--- src/rtl/stack_pkg.sv ---
// Shared types for the operand stack: op codes and sticky error codes.
package stack_pkg;

   typedef enum logic [2:0] {
      NOP  = 3'd0,
      PUSH = 3'd1,
      POP  = 3'd2,
      TOS  = 3'd3,
      DUP  = 3'd4,
      SWAP = 3'd5,
      DROP = 3'd6
   } op_t;

   typedef enum logic [1:0] {
      NONE = 2'd0,
      OVF  = 2'd1,
      UNF  = 2'd2
   } err_t;

endpackage

--- src/rtl/stack_regfile.sv ---
// DEPTH x WIDTH stack storage: two combinational read ports and two write ports.
module stack_regfile #(
   parameter int WIDTH = 8,
   parameter int DEPTH = 16,
   parameter int AW    = $clog2(DEPTH)
) (
   input  logic             clk,
   input  logic             we0,
   input  logic [AW-1:0]    wa0,
   input  logic [WIDTH-1:0] wd0,
   input  logic             we1,
   input  logic [AW-1:0]    wa1,
   input  logic [WIDTH-1:0] wd1,
   input  logic [AW-1:0]    ra0,
   input  logic [AW-1:0]    ra1,
   output logic [WIDTH-1:0] rd0,
   output logic [WIDTH-1:0] rd1
);

   logic [WIDTH-1:0] mem [DEPTH];

   // Contents are deliberately not reset; occupancy alone defines validity.
   always_ff @(posedge clk) begin
      if (we0) mem[wa0] <= wd0;
      if (we1) mem[wa1] <= wd1;
   end

   assign rd0 = mem[ra0];
   assign rd1 = mem[ra1];

endmodule

--- src/rtl/stack_unit.sv ---
// Parametrised operand stack with PUSH/POP/TOS/DUP/SWAP/DROP and occupancy flags.
// Define STACK_UNIT_ERR_EN to build the sticky overflow/underflow reporting on err.
module stack_unit
   import stack_pkg::*;
#(
   parameter int WIDTH = 8,
   parameter int DEPTH = 16,
   parameter int CW    = $clog2(DEPTH + 1)
) (
   input  logic             clk,
   input  logic             rst,
   input  logic             op_valid,
   input  logic [2:0]       op,
   input  logic [WIDTH-1:0] din,
   output logic [WIDTH-1:0] dout,
   output logic             dout_valid,
   output logic [CW-1:0]    count,
   output logic             empty,
   output logic             full,
   output logic [1:0]       err,
   input  logic             err_clr
);

   localparam int AW = $clog2(DEPTH);

   op_t              op_e;
   logic [AW-1:0]    wr_idx, top_idx, nxt_idx;
   logic [WIDTH-1:0] rd_top, rd_nxt;
   logic             we0, we1;
   logic [AW-1:0]    wa0, wa1;
   logic [WIDTH-1:0] wd0, wd1;
   logic             cnt_inc, cnt_dec, rd_hit;
   logic             fail_ovf, fail_unf;

   assign op_e    = op_t'(op);
   assign empty   = (count == '0);
   assign full    = (count == CW'(DEPTH));
   // Modular index arithmetic: a wrapped top index at count==0 is never consumed.
   assign wr_idx  = count[AW-1:0];
   assign top_idx = wr_idx - AW'(1);
   assign nxt_idx = wr_idx - AW'(2);

   stack_regfile #(.WIDTH(WIDTH), .DEPTH(DEPTH), .AW(AW)) u_regfile (
      .clk (clk),
      .we0 (we0),
      .wa0 (wa0),
      .wd0 (wd0),
      .we1 (we1),
      .wa1 (wa1),
      .wd1 (wd1),
      .ra0 (top_idx),
      .ra1 (nxt_idx),
      .rd0 (rd_top),
      .rd1 (rd_nxt)
   );

   always_comb begin
      we0      = 1'b0;
      wa0      = wr_idx;
      wd0      = din;
      we1      = 1'b0;
      wa1      = nxt_idx;
      wd1      = rd_top;
      cnt_inc  = 1'b0;
      cnt_dec  = 1'b0;
      rd_hit   = 1'b0;
      fail_ovf = 1'b0;
      fail_unf = 1'b0;
      if (op_valid) begin
         case (op_e)
            PUSH: if (full) fail_ovf = 1'b1;
                  else begin we0 = 1'b1; cnt_inc = 1'b1; end
            POP:  if (empty) fail_unf = 1'b1;
                  else begin rd_hit = 1'b1; cnt_dec = 1'b1; end
            TOS:  if (empty) fail_unf = 1'b1;
                  else rd_hit = 1'b1;
            DUP:  if (empty) fail_unf = 1'b1;
                  else if (full) fail_ovf = 1'b1;
                  else begin we0 = 1'b1; wd0 = rd_top; cnt_inc = 1'b1; end
            SWAP: if (count < CW'(2)) fail_unf = 1'b1;
                  else begin we0 = 1'b1; wa0 = top_idx; wd0 = rd_nxt; we1 = 1'b1; end
            DROP: if (empty) fail_unf = 1'b1;
                  else cnt_dec = 1'b1;
            default: ;
         endcase
      end
   end

   always_ff @(posedge clk or negedge rst) begin
      if (!rst) begin
         count      <= '0;
         dout       <= '0;
         dout_valid <= 1'b0;
      end else begin
         if (cnt_inc)      count <= count + CW'(1);
         else if (cnt_dec) count <= count - CW'(1);
         if (rd_hit) dout <= rd_top;
         dout_valid <= rd_hit;
      end
   end

`ifdef STACK_UNIT_ERR_EN
   err_t err_q;

   // First error is held until cleared; a clear coinciding with a new error records the new one.
   always_ff @(posedge clk or negedge rst) begin
      if (!rst) begin
         err_q <= NONE;
      end else if (fail_ovf) begin
         if (err_q == NONE || err_clr) err_q <= OVF;
      end else if (fail_unf) begin
         if (err_q == NONE || err_clr) err_q <= UNF;
      end else if (err_clr) begin
         err_q <= NONE;
      end
   end

   assign err = err_q;
`else
   logic unused_err;
   assign unused_err = ^{fail_ovf, fail_unf, err_clr};
   assign err        = 2'd0;
`endif

endmodule
--- config.mk ---
export PLATFORM = sky130hd
export DESIGN_NAME = stack_unit
export DESIGN_NICKNAME = d
export VERILOG_FILES = /design/src/rtl/stack_pkg.sv /design/src/rtl/stack_regfile.sv /design/src/rtl/stack_unit.sv
export SDC_FILE = /design/constraint.sdc
export NUM_CORES = 1
export LEC_CHECK = 0
export BUFFER_PORTS_ARGS = -buffer_cell sky130_fd_sc_hd__buf_2
export CORE_MARGIN = 4
export CORE_UTILIZATION = 60
export DETAILED_ROUTE_END_ITERATION = 8
export GPL_TIMING_DRIVEN = 0
export PLACE_DENSITY = 0.78
export SYNTH_ARGS = -nofsm -noshare
export SYNTH_HDL_FRONTEND = slang
export SYNTH_SLANG_ARGS = --single-unit
--- constraint.sdc ---
create_clock -name clk -period 4.88 [get_ports clk]
set_input_delay 0.488 -clock clk [delete_from_list [all_inputs] [get_ports clk]]
set_output_delay 0.488 -clock clk [all_outputs]
set_load 0.05 [all_outputs]
==> flow_summary.ini, run 1 <==
[logic_synthesis]
ys.flop_type = edfxtp_1
synth-edff-count = 128
synthArstFlopShare = 0.0986
ys_seq_area_frac = 0.445
netlist_area_um2 = 9430
postSynthAreaPerCell_um2 = 12.0
synthCells = 789
synth_cell_types = 58
synth_seq_cells = 142
ys_warn_count = 0

[finish]
fin_util = 0.682
final_common_cell = nand2_1
syn_to_final_growth_pct = 10.7
drive_gt1_frac = 0.226
antennaDiodeCount = 0
final_nets = 863
final_cell_mix = nand2_1, edfxtp_1, o31ai_1

[drt]
wire_per_inst_um = 27.1
drc = 0
drtPass1Iterations = 6
drt_wl_total_um = 28800
vias_per_cell = 7.23
drt_iter0_drc = 1126
vias = 7667
drtAntennaViolNets = 0

[global_route]
antenna_found_initial = 0
track_usage = 0.328
grt-ovfl-total = 0
grt_max_degree = 20
first_global_vias = 7546
grt_pass1_wl_um = 43600

[power_and_ir_drop]
irDropWorstVdd_mv = 0.435
powerDensity_nw_per_um2 = 693
finalPower_mw = 7.23
p_leak_nw = 3.52

[clocking]
cts_buffer_depth = 2
h-tree-depth = 4
cts_tree = built
clk_pin_slew_ps = 60
cts_setup_buffers = 0
cts_root_buf = clkbuf_16
cts_buffers = 17
cts.sinks = 142
clk_latency_ps = 430
ctsResizeCount = 0

[sta]
period_needed_ps = 4650
fin_crit_sh = 0.953
setup_viol = 0
timing.hold.ws_ps = 405
relSlewSlack = 0.250
fin_tns_setup_ps = 0
rsz0062_at_grt = false
finalHoldViolCount = 0
fin_skew_ps = 7.82
max_freq_mhz = 215
worstMarginPinSlew_ps = 1120
slew_viol_final = 0

[worst_hold_path]
hold_path.class = input port to flop

[floorplan]
io_pins = 33
num_rows = 45
die_w_um = 133
die_h_um = 133
dieArea_um2 = 17800
start_util = 0.616
core_area_um2 = 15300

[critical_path]
path_delay_family = buffers and inverters
worst-path-buf-inv = 9
crit_fanout = 10
critPathSlowestCell = buf_1
crit_path_end_kind = flop
path_class = flop to flop
critical_path_arrival_ps = 4830
worst_setup_path_start_kind = flop
cp_cell_sequence = buf_6 > buf_12 > buf_12 > buf_4 > inv_1 > ha_1 > clkbuf_2 > buf_1 > mux4_2 > mux2_2 > inv_1 > a221oi_1 > o31ai_2 > buf_6 > o21ai_2
worstPathRequired_ps = 5060
crit_path_max_incr_delay_ps = 600

[place]
hpwl_um = 21500
gp_congestion = 0.996
io_buffers = 28

[status]
status = finished, final reports clean

[flow_run]
drv_cap = 0
cell type report:
type | instances | area (um2)
buffer | 82 | 626
clock buffer | 18 | 429
clock inverter | 14 | 170
fill | 1131 | 4870
inverter | 9 | 33.8
multi-input combinational | 556 | 4580
sequential | 142 | 4190
tap | 211 | 264
timing repair buffer | 29 | 150
flip-flops by register name (all words and copies together), names as in the netlist:
signal / flops
dout: 8
u_regfile.mem: 128
count: 5
dout_valid: 1
cell families after synthesis:
kind of cell / share of synthesized area
adders and majority gates: 0.0154
and+or+nand+nor: 0.104
buffers and inverters: 0.0703
AOI/OAI and AO/OA: 0.162
DFF: 0.445
muxes: 0.194
xor gates and xnor gates: 0.00916
other: 0.000398
cell usage after synthesis, drive strengths merged, types with 2 or more instances:
library cell / number / area [um2]
nand2: 145 / 544
edfxtp: 128 / 3840
o31ai: 98 / 746
buf: 61 / 546
mux4: 60 / 1440
o21ai: 54 / 308
mux2i: 26 / 260
clkbuf: 22 / 83.8
o21bai: 16 / 120
a21oi: 15 / 78.8
and3: 15 / 93.8
nand3: 15 / 80.1
dfrtp: 14 / 350
nor2: 13 / 48.8
a31oi: 12 / 75.1
mux2: 12 / 135
nor3: 11 / 90.1
ha: 10 / 125
a221oi: 8 / 70.1
a22oi: 8 / 65.1
inv: 8 / 30.0
and2: 6 / 37.5
xnor2: 6 / 52.6
nand2b: 3 / 18.8
nor3b: 3 / 27.5
xor2: 3 / 33.8
a21o: 2 / 15.0
nand4: 2 / 12.5
layer usage:
layer,track usage,part of all wire,up-vias,routed length [um]
met5,0,0,-,0
met4,0.173,0.051,0,1470
met3,0.0578,0.12,112,3350
met2,0.535,0.48,632,13800
met1,0.422,0.35,3721,10200
li1,-,-,3202,-
final timing paths:
check / from / end / slack, ps / cells after the start
setup reg to reg: count[0] / u_regfile.mem[11][7] / 230 / 15
max in group asynchronous: rst / dout[2] / 4100 / 2
setup / recovery: count[0] / u_regfile.mem[11][7] / 230 / 15
hold reg to reg: dout[5] / dout[5] / 500 / 1
hold / removal: op[2] / dout_valid / 400 / 2
min in group asynchronous: rst / count[2] / 510 / 2
per-stage QoR:
| stage | worst slack [ps] | std cells | instance area, um2 |
|---|---|---|---|
| 2_1_floorplan | 969 | 790 | 9430 |
| 3_3_place_gp | 4.31 | 1029 | 9840 |
| 3_5_place_dp | -114 | 1029 | 9840 |
| 4_1_cts | 277 | 1061 | 10400 |
| 5_1_grt | 22.0 | 1061 | 10400 |
| 6_report | 231 | 1061 | 10400 |
where the power goes:
part	switching, mW	internal [mW]	leakage [nW]
Sequential	0.105	1.53	1.32
Clock	0.520	0.803	0.283
Combinational	2.80	1.47	1.92
repair_timing:
item | 4_1_cts | 5_1_grt
endpoints found under the setup margin | 16 | 0
hold buffers | 1 | 0
endpoints found under the hold margin | 14 | 0
(Power assumes the default switching activity.)
==> run 2, diff against run 1 <==
--- a/config.mk
+++ b/config.mk
@@ -11,6 +11,7 @@
 export DETAILED_ROUTE_END_ITERATION = 8
 export GPL_TIMING_DRIVEN = 0
 export PLACE_DENSITY = 0.78
+export SETUP_SLACK_MARGIN = 0.5
 export SYNTH_ARGS = -nofsm -noshare
 export SYNTH_HDL_FRONTEND = slang
 export SYNTH_SLANG_ARGS = --single-unit
==> flow_summary.ini, run 2 (synthesis gave the netlist of run 1 again) <==
[clocking]
h-tree-depth = 4
cts_tree = built
cts_root_buf = clkbuf_16
cts.sinks = 142
clk_latency_ps = 430
clk_pin_slew_ps = 60
cts_buffers = 17
cts_buffer_depth = 2

[worst_hold_path]
hold_start = op[2]
hold_path.class = input port to flop

[power_and_ir_drop]
finalPower_mw = 7.38
p_leak_nw = 3.65
powerDensity_nw_per_um2 = 697
irDropWorstVdd_mv = 0.471

[critical_path]
worstPathRequired_ps = 5100
crit_path_end_kind = flop
worst_setup_path_start_kind = flop
r2r-start = count[1]
path_class = flop to flop
crit_fanout = 10
reg2regPathDepth = 11
cp-startpoint = count[1]
endpoint = u_regfile.mem[10][6]
timing.rr.end = u_regfile.mem[10][6]
critical_path_arrival_ps = 4540
rrSetupSlack_ps = 560

[drt]
vias = 7739
wl_met1_um = 10700
drt_iter0_drc = 1250
wire_per_inst_um = 27.6
vias_per_cell = 7.28
met3WireLength_um = 3080
wl_met2_um = 13900
drt_wl_total_um = 29300
top_layer = met4
drc = 0
drtAntennaViolNets = 0
drtPass1Iterations = 5

[finish]
antennaDiodeCount = 0
final_cells = 1063
final_nets = 865
design_area_um2 = 10600
regMostFlops = u_regfile.mem
biggestRegsByFlops = u_regfile.mem: 128 flops, dout: 8 flops, count: 5 flops
final_cell_mix = nand2_1, edfxtp_1, o31ai_1
final_common_cell = nand2_1
fin_util = 0.692
num-fill-cells = 1135
drive_gt1_frac = 0.264
largest_reg_flops = 128
syn_to_final_growth_pct = 12.4

[sta]
rsz0062_at_grt = true
finalHoldViolCount = 0
fin_skew_ps = 9.87
worstMarginPinSlew_ps = 1110
period_needed_ps = 4320
slew_viol_final = 0
setup_viol = 0
relSlewSlack = 0.256
fin_crit_sh = 0.885
max_freq_mhz = 231

[floorplan]
num_rows = 45
core_area_um2 = 15300
die_h_um = 133
die_w_um = 133
dieArea_um2 = 17800
start_util = 0.616
io_pins = 33

[place]
io_buffers = 28
hpwl_um = 21500
placed_area_um2 = 9840
place_inst = 1029
gp_congestion = 0.996

[status]
status = finished, final reports clean

[global_route]
first_global_vias = 7582
grt_max_degree = 17
grt_pass1_wl_um = 44000
grt-ovfl-total = 0
track_usage = 0.331
antenna_found_initial = 0

[flow_run]
drv_cap = 0
run 2: cell types whose count changed in the layout (fill, tap and decap cells not counted), moves of 2 or more:
cell	delta
o21bai_1	-16
o21bai_2	+16
clkbuf_1	-5
nor3_2	-3
mux2i_2	+3
clkbuf_2	+8
nor3_4	+3
mux2i_1	-3
buf_2	+2
buf_1	-4
run 2: per-stage QoR:
stage               hold slack (ps)  setup slack, ps  TNS (ps)
floorplan                       192              969         0
global placement                415             4.31         0
detailed placement              422             -114     -1810
CTS                             390              523         0
global route                    407              484         0
finish                          395              559         0
run 2: repair_timing:
| action | 4_1_cts | 5_1_grt |
|---|---|---|
| resized for setup | 11 | 32 |
| gates cloned | 0 | 0 |
| setup buffers | 0 | 1 |
| pin swaps | 0 | 1 |
| endpoints found under the hold margin | 14 | 0 |
| endpoints found under the setup margin | 218 | 190 |
| hold buffers | 1 | 0 |
run 2: per-layer routing:
| layer | track usage | vias to the layer above |
|---|---|---|
| li1 | - | 3215 |
| met1 | 0.430 | 3760 |
| met2 | 0.537 | 643 |
| met3 | 0.0517 | 121 |
| met4 | 0.186 | 0 |
| met5 | 0 | - |
run 2: how the worst min path moves through the flow:
| stage | endpoint | depth (start not counted) |
|---|---|---|
| after floorplan | count[0] | 0 |
| after global placement | count[1] | 1 |
| after detailed placement | count[1] | 1 |
| after CTS | dout_valid | 2 |
| after global routing | dout_valid | 2 |
| final | dout_valid | 2 |
run 2: area by class of cell:
type	count	area (um2)	area share
Multi-Input combinational cell	556	4700	0.444
Buffer	83	642	0.0606
Tap cell	211	264	0.0249
Sequential cell	142	4200	0.396
Inverter	9	33.8	0.00319
Timing Repair Buffer	30	158	0.0149
Clock buffer	18	429	0.0405
Clock inverter	14	170	0.0161
run 2: power by group:
part           switching [mW]  leakage, nW  internal (mW)
registers               0.112         1.32           1.53
clock network           0.527        0.283          0.802
logic                    2.88         2.04           1.52
run 2: worst max-delay path, cell delays in order (launching register included):
cell and delay (ps):
dfrtp_1 500, buf_6 230, clkbuf_2 380, inv_1 220, ha_1 320, a21boi_0 210
xnor2_1 520, buf_2 410, mux2i_1 710, buf_2 360, nand2_1 110, o31ai_1 110
